===== src/rtl/instruction_cache_pkg.sv =====
// Shared definitions for the direct-mapped instruction cache.
// Holds the fill FSM state type, block/word geometry and the derived
// address field widths used by the cache, its fill FSM and its interface.
package instruction_cache_pkg;

    localparam int unsigned ADDR_W     = 32;
    localparam int unsigned BLOCK_W    = 128;
    localparam int unsigned WORD_W     = 32;
    localparam int unsigned OFFSET_W   = 4;
    localparam int unsigned SETS       = 8;
    localparam int unsigned INDEX_W    = $clog2(SETS);
    localparam int unsigned TAG_W      = ADDR_W - OFFSET_W - INDEX_W;
    localparam int unsigned MEM_ADDR_W = ADDR_W - OFFSET_W;
    localparam int unsigned WORDS      = BLOCK_W / WORD_W;

    typedef enum logic [1:0] {
        StIdle,
        StMemReq,
        StMemWait
    } fill_state_e;

endpackage


===== src/rtl/instruction_cache_if.sv =====
// Bus bundle between the CPU fetch stage, the instruction cache and the
// block instruction memory.
//   read/address        : CPU fetch request (byte address)
//   instruction/busywait: fetched word and CPU stall
//   mem_read/mem_address: block read request to memory
//   mem_readdata/mem_busywait: returned block and memory busy flag
// Modport slave is the cache side; master is the CPU + memory side.
interface instruction_cache_if;
    import instruction_cache_pkg::*;

    logic                  read;
    logic [ADDR_W-1:0]     address;
    logic [WORD_W-1:0]     instruction;
    logic                  busywait;
    logic                  mem_read;
    logic [MEM_ADDR_W-1:0] mem_address;
    logic [BLOCK_W-1:0]    mem_readdata;
    logic                  mem_busywait;

    modport slave (
        input  read, address, mem_readdata, mem_busywait,
        output instruction, busywait, mem_read, mem_address
    );

    modport master (
        output read, address, mem_readdata, mem_busywait,
        input  instruction, busywait, mem_read, mem_address
    );

endinterface


===== src/rtl/icache_fill_fsm.sv =====
// Miss handling FSM for the instruction cache.
// Ports:
//   clock, reset     : clock and asynchronous active-low reset
//   miss_i           : lookup missed (only acted on while idle)
//   miss_block_i     : block address {tag, index} of the missing fetch
//   mem_busywait_i   : memory busy
//   idle_o           : FSM in IDLE, lookups may hit
//   mem_read_o       : block read request
//   mem_address_o    : latched block address, held between fills
//   fill_en_o        : one-cycle pulse, mem_readdata is final this cycle
module icache_fill_fsm
    import instruction_cache_pkg::*;
(
    input  logic                  clock,
    input  logic                  reset,
    input  logic                  miss_i,
    input  logic [MEM_ADDR_W-1:0] miss_block_i,
    input  logic                  mem_busywait_i,
    output logic                  idle_o,
    output logic                  mem_read_o,
    output logic [MEM_ADDR_W-1:0] mem_address_o,
    output logic                  fill_en_o
);

    fill_state_e           state_q, state_d;
    logic [MEM_ADDR_W-1:0] block_q, block_d;

    always_ff @(posedge clock or negedge reset) begin
        if (!reset) begin
            state_q <= StIdle;
            block_q <= '0;
        end else begin
            state_q <= state_d;
            block_q <= block_d;
        end
    end

    always_comb begin
        state_d    = state_q;
        block_d    = block_q;
        mem_read_o = 1'b0;
        fill_en_o  = 1'b0;
        unique case (state_q)
            StIdle: begin
                if (miss_i) begin
                    block_d = miss_block_i;
                    state_d = StMemReq;
                end
            end
            // One request cycle so memory can register it and raise busywait.
            StMemReq: begin
                mem_read_o = 1'b1;
                state_d    = StMemWait;
            end
            StMemWait: begin
                mem_read_o = 1'b1;
                if (!mem_busywait_i) begin
                    fill_en_o = 1'b1;
                    state_d   = StIdle;
                end
            end
            default: state_d = StIdle;
        endcase
    end

    assign idle_o        = (state_q == StIdle);
    assign mem_address_o = block_q;

endmodule


===== src/rtl/instruction_cache.sv =====
// Direct-mapped read-only instruction cache.
// Hits return the addressed word combinationally; misses stall the CPU with
// busywait while icache_fill_fsm fetches the 16-byte block.
// Ports:
//   clock, reset : clock and asynchronous active-low reset
//   bus          : CPU fetch and block memory signals (slave modport)
module instruction_cache
    import instruction_cache_pkg::*;
(
    input logic                 clock,
    input logic                 reset,
    instruction_cache_if.slave  bus
);

    typedef logic [WORDS-1:0][WORD_W-1:0] block_t;

    logic [SETS-1:0] valid_q;
    logic [TAG_W-1:0] tag_q [SETS];
    block_t           data_q [SETS];

    logic [TAG_W-1:0]         addr_tag;
    logic [INDEX_W-1:0]       addr_index;
    logic [$clog2(WORDS)-1:0] addr_word;
    logic                     idle;
    logic                     hit;
    logic                     fill_en;
    logic [INDEX_W-1:0]       fill_index;
    logic [TAG_W-1:0]         fill_tag;
    logic                     unused_addr_bits;

    assign addr_tag         = bus.address[ADDR_W-1 -: TAG_W];
    assign addr_index       = bus.address[OFFSET_W +: INDEX_W];
    assign addr_word        = bus.address[2 +: $clog2(WORDS)];
    assign unused_addr_bits = ^bus.address[1:0];

    assign hit = bus.read && idle && valid_q[addr_index] && (tag_q[addr_index] == addr_tag);

    assign bus.busywait    = bus.read && !hit;
    assign bus.instruction = data_q[addr_index][addr_word];

    // busywait doubles as the miss request; the FSM only samples it while idle.
    icache_fill_fsm u_fill_fsm (
        .clock          (clock),
        .reset          (reset),
        .miss_i         (bus.busywait),
        .miss_block_i   (bus.address[ADDR_W-1:OFFSET_W]),
        .mem_busywait_i (bus.mem_busywait),
        .idle_o         (idle),
        .mem_read_o     (bus.mem_read),
        .mem_address_o  (bus.mem_address),
        .fill_en_o      (fill_en)
    );

    assign fill_index = bus.mem_address[INDEX_W-1:0];
    assign fill_tag   = bus.mem_address[MEM_ADDR_W-1:INDEX_W];

    always_ff @(posedge clock or negedge reset) begin
        if (!reset) begin
            valid_q <= '0;
        end else if (fill_en) begin
            valid_q[fill_index] <= 1'b1;
        end
    end

    // Tag and data arrays are qualified by valid_q and need no reset.
    always_ff @(posedge clock) begin
        if (fill_en) begin
            tag_q[fill_index]  <= fill_tag;
            data_q[fill_index] <= bus.mem_readdata;
        end
    end

endmodule


===== src/flat_wrapper.sv =====
// flat-port wrapper written by rule: the top's interface ports become plain ports
module instruction_cache_flat import instruction_cache_pkg::*;
  (clock, reset, bus_read, bus_address, bus_mem_readdata, bus_mem_busywait, bus_instruction, bus_busywait, bus_mem_read, bus_mem_address);
  instruction_cache_if bus_i ();
  input logic clock;
  input logic reset;
  input wire logic [$bits(bus_i.read)-1:0] bus_read;
  input wire logic [$bits(bus_i.address)-1:0] bus_address;
  input wire logic [$bits(bus_i.mem_readdata)-1:0] bus_mem_readdata;
  input wire logic [$bits(bus_i.mem_busywait)-1:0] bus_mem_busywait;
  output wire logic [$bits(bus_i.instruction)-1:0] bus_instruction;
  output wire logic [$bits(bus_i.busywait)-1:0] bus_busywait;
  output wire logic [$bits(bus_i.mem_read)-1:0] bus_mem_read;
  output wire logic [$bits(bus_i.mem_address)-1:0] bus_mem_address;
  assign bus_i.read = bus_read;
  assign bus_i.address = bus_address;
  assign bus_i.mem_readdata = bus_mem_readdata;
  assign bus_i.mem_busywait = bus_mem_busywait;
  assign bus_instruction = bus_i.instruction;
  assign bus_busywait = bus_i.busywait;
  assign bus_mem_read = bus_i.mem_read;
  assign bus_mem_address = bus_i.mem_address;
  instruction_cache u_core (.clock(clock), .reset(reset), .bus(bus_i));
endmodule

===== config.mk =====
export PLATFORM = sky130hd
export DESIGN_NAME = instruction_cache_flat
export DESIGN_NICKNAME = d
export VERILOG_FILES = /design/src/rtl/instruction_cache_pkg.sv /design/src/rtl/instruction_cache_if.sv /design/src/rtl/icache_fill_fsm.sv /design/src/rtl/instruction_cache.sv /design/src/flat_wrapper.sv
export SDC_FILE = /design/constraint.sdc
export NUM_CORES = 1
export LEC_CHECK = 0
export CORE_ASPECT_RATIO = 0.75
export CORE_MARGIN = 3
export CORE_UTILIZATION = 50
export CTS_BUF_LIST = sky130_fd_sc_hd__clkbuf_16
export CTS_CLUSTER_DIAMETER = 150
export DETAILED_ROUTE_END_ITERATION = 8
export HOLD_SLACK_MARGIN = 0.15
export PLACE_DENSITY = 0.69
export SLEW_MARGIN = 25
export SYNTH_ARGS = -nofsm -noshare
export SYNTH_HDL_FRONTEND = slang
export SYNTH_SLANG_ARGS = --single-unit

===== constraint.sdc =====
create_clock -name clock -period 50.1 [get_ports clock]
set_input_delay 7.515 -clock clock [delete_from_list [all_inputs] [get_ports clock]]
set_output_delay 7.515 -clock clock [all_outputs]
set_load 0.02 [all_outputs]

==> results.yml <==
outcome:
  status: "finished clean"
global_route:
  grt_use_total: 0.201
  grt_max_degree: 121
  grt_pass1_wl_um: 148000
  grt_pass1_vias: 22700
  met1_usage: 0.269
  grt_overflow_total: 0
  antenna_found_initial: 22
  grt.busiest_layer: "met2"
  gr-usage-met3: 0.0465
  use_met2: 0.336
cts:
  clk_pin_slew_ns: 0.06
  cts_buffers: 115
  cts_root_buf: "clkbuf_16"
  post_cts_resized: 0
  clk_path_buf_depth: 3
  cts_tree: "built"
  post_cts_buffers: 0
  cts.sinks: 1262
  cts_max_level: 3
  insertion_delay_ns: 0.70
  postCtsHoldBufs: 0
timing:
  min_period_over_period: 0.383
  setup_slack_ns: 30.89
  fmax_mhz: 52.0
  worst_pin_slew_ns: 0.997
  finalHoldViolCount: 0
  relSlewSlack: 0.335
  setup_tns_ns: 0
  whs_ns: 0.462
  setup_viol: 0
  slew_violations: 0
  rsz0062_at_grt: "no"
  finClkSkew_ns: 0.0224
  period_minus_slack_ns: 19.21
flow_run:
  maxCapViolCount: 0
pwr:
  p_leak_nw: 17.8
  p_total_mw: 2.36
  p_sw_frac: 0.226
  p_comb_frac: 0.102
  power.density_nw_per_um2: 42.4
  internal_power_mw: 1.83
  clock_power_share: 0.355
  vdd_ir_drop_max_mv: 0.0431
  power.switching_uw: 534
  power_frac_seq: 0.543
place:
  port_buffers: 223
  postPlaceCellArea_sq_um: 52000
  place.gp.congestion: 0.732
  dp.cells: 3379
  hpwl_um: 52500
  dp_slack_ns: 30.46
synth:
  synth_cell_types: 51
  synth_top_area_frac: 0.760
  synth_edf_count: 1224
  yosys_register_bits: 1262
  synth_common_cells: "edfxtp_1, mux4_2, mux2i_1, mux2_2"
  synth.cell_area_sq_um: 48400
  syn_inst: 1968
  yosys.area.top_type: "edfxtp_1"
  async_flop_share: 0.0301
  synth_nets: 2136
  yosysSeqAreaShare: 0.779
  ys_top_cells_by_area: "edfxtp_1, mux4_2, dfrtp_1, mux2i_1, mux2_2"
  synth.most_common_cell: "edfxtp_1"
  yosysWarnings: 0
  yosys_most_used_dff: "edfxtp_1"
  syn_area_per_cell_sq_um: 24.6
worst_setup_path:
  crit_fanout: 55
  reg2reg_depth: 7
  cp-end-kind: "output pin"
  required_ns: 42.59
  reg2reg_from: "u_core.u_fill_fsm.state_q[0]$_DFFE_PN0P_"
  cp_cell_sequence: "buf_8 > buf_16 > buf_6 > buf_6 > mux4_2 > mux4_2 > mux2_2 > clkdlybuf4s50_1"
  cpPeakStageDelay_ns: 0.67
  critical-path-top-delay-family: "buffers and inverters"
  crit_arrival_ns: 11.70
  regToRegSetupSlack_ns: 46.24
  critical_path_buf_inv_count: 5
  cp-start-kind: "input port"
  critPathKind: "input port to output pin"
  worst_path_max_delay_cell: "buf_6"
  r2r-end: "u_core.data_q[5][26]$_DFFE_PP_"
layout:
  fill_cells: 6677
  utilization: 0.583
  layout.nets: 2416
  area_growth_pct: 15.3
  drive_gt1_frac: 0.267
  instances_no_fill: 3603
  postLayoutCellArea_sq_um: 55800
  seq_area_sq_um: 37700
  multi_input_area_sq_um: 10200
floorplanning:
  die_w_um: 365
  placementRows: 98
  dieArea_sq_um: 101000
  fp.dieH_um: 275
  io_pins: 226
  start_util: 0.506
  coreArea_sq_um: 95600
worst_hold_path:
  holdPathEnd: "u_core.valid_q[7]$_DFFE_PN0P_"
  worstHoldStart: "u_core.valid_q[7]$_DFFE_PN0P_"
  holdPathStages: 1
  hp-class: "register to register"
drt:
  drc_errors: 0
  drtIter0Drc: 1793
  finalWirelength_um: 99100
  routedWlPerCell_um: 27.5
  via_per_inst: 5.91
  vias: 21300
  firstDrtPassIters: 7
  ant_nets: 0
-- state kept, by name, summed over array words and instances, names as in the netlist --
name	count
u_core.data_q	1024
u_core.tag_q	200
u_core.u_fill_fsm.mem_address_o	28
u_core.u_fill_fsm.state_q	2
u_core.valid_q	8
-- cell type report --
type	instances	share of cell area
Inverter	4	0.000269
Antenna cell	10	0.000449
Clock inverter	96	0.0130
Timing Repair Buffer	258	0.0471
Clock buffer	116	0.0521
Sequential cell	1262	0.676
Tap cell	1250	0.0281
Multi-Input combinational cell	607	0.183
-- logic make-up (layout without fill, tap and decap cells) --
kind of cell,count (synthesis),after routing,share of synthesized area
buf+inv,99,474,0.0110
compound gates,52,52,0.00817
fa+ha+maj,4,4,0.00103
xor+xnor,12,12,0.00217
simple gates,63,63,0.00885
mux,476,476,0.189
flops,1262,1262,0.779
other cells,0,10,0
-- power by group through the flow --
stage | logic, mW | registers, mW | clock network, mW
global route | 0.255 | 1.29 | 0.901
CTS | 0.244 | 1.28 | 0.858
finish | 0.240 | 1.28 | 0.839
floorplan | 0.127 | 1.32 | 0
detailed placement | 0.243 | 1.31 | 0
global placement | 0.238 | 1.30 | 0
-- placed cells by master, fill, tap and decap left out, types with 8 or more instances in the layout --
| cell | n |
|---|---|
| a22o_1 | 21 |
| a22oi_1 | 8 |
| buf_4 | 24 |
| bufinv_16 | 10 |
| clkbuf_16 | 116 |
| clkdlybuf4s50_1 | 217 |
| clkinv_1 | 28 |
| clkinv_2 | 23 |
| dfrtp_1 | 38 |
| diode_2 | 10 |
| edfxtp_1 | 1224 |
| inv_1 | 31 |
| mux2_2 | 44 |
| mux2_4 | 20 |
| mux2i_1 | 73 |
| mux4_2 | 339 |
| o21ai_0 | 11 |
| or2_2 | 8 |
| or3_1 | 9 |
| xor2_1 | 9 |
-- how the worst max path moves through the flow --
stage                                          endpoint             start  slack, ns  depth (start not counted)
after floorplan           u_core.valid_q[0]$_DFFE_PN0P_  bus_mem_busywait      26.68                          2
after global placement              bus_instruction[10]    bus_address[4]      30.18                          7
after detailed placement            bus_instruction[10]    bus_address[4]      30.46                          7
after CTS                           bus_instruction[10]    bus_address[4]      30.46                          7
after global routing                bus_instruction[10]    bus_address[4]      30.55                          8
final                               bus_instruction[10]    bus_address[4]      30.89                          8
-- routing by layer --
layer  wire [um]  part of all wire
met5         133            0.0013
met4        2410             0.024
met3        5360             0.054
met2       50200              0.51
met1       41000              0.41
Power figures use the tool's default switching activity.
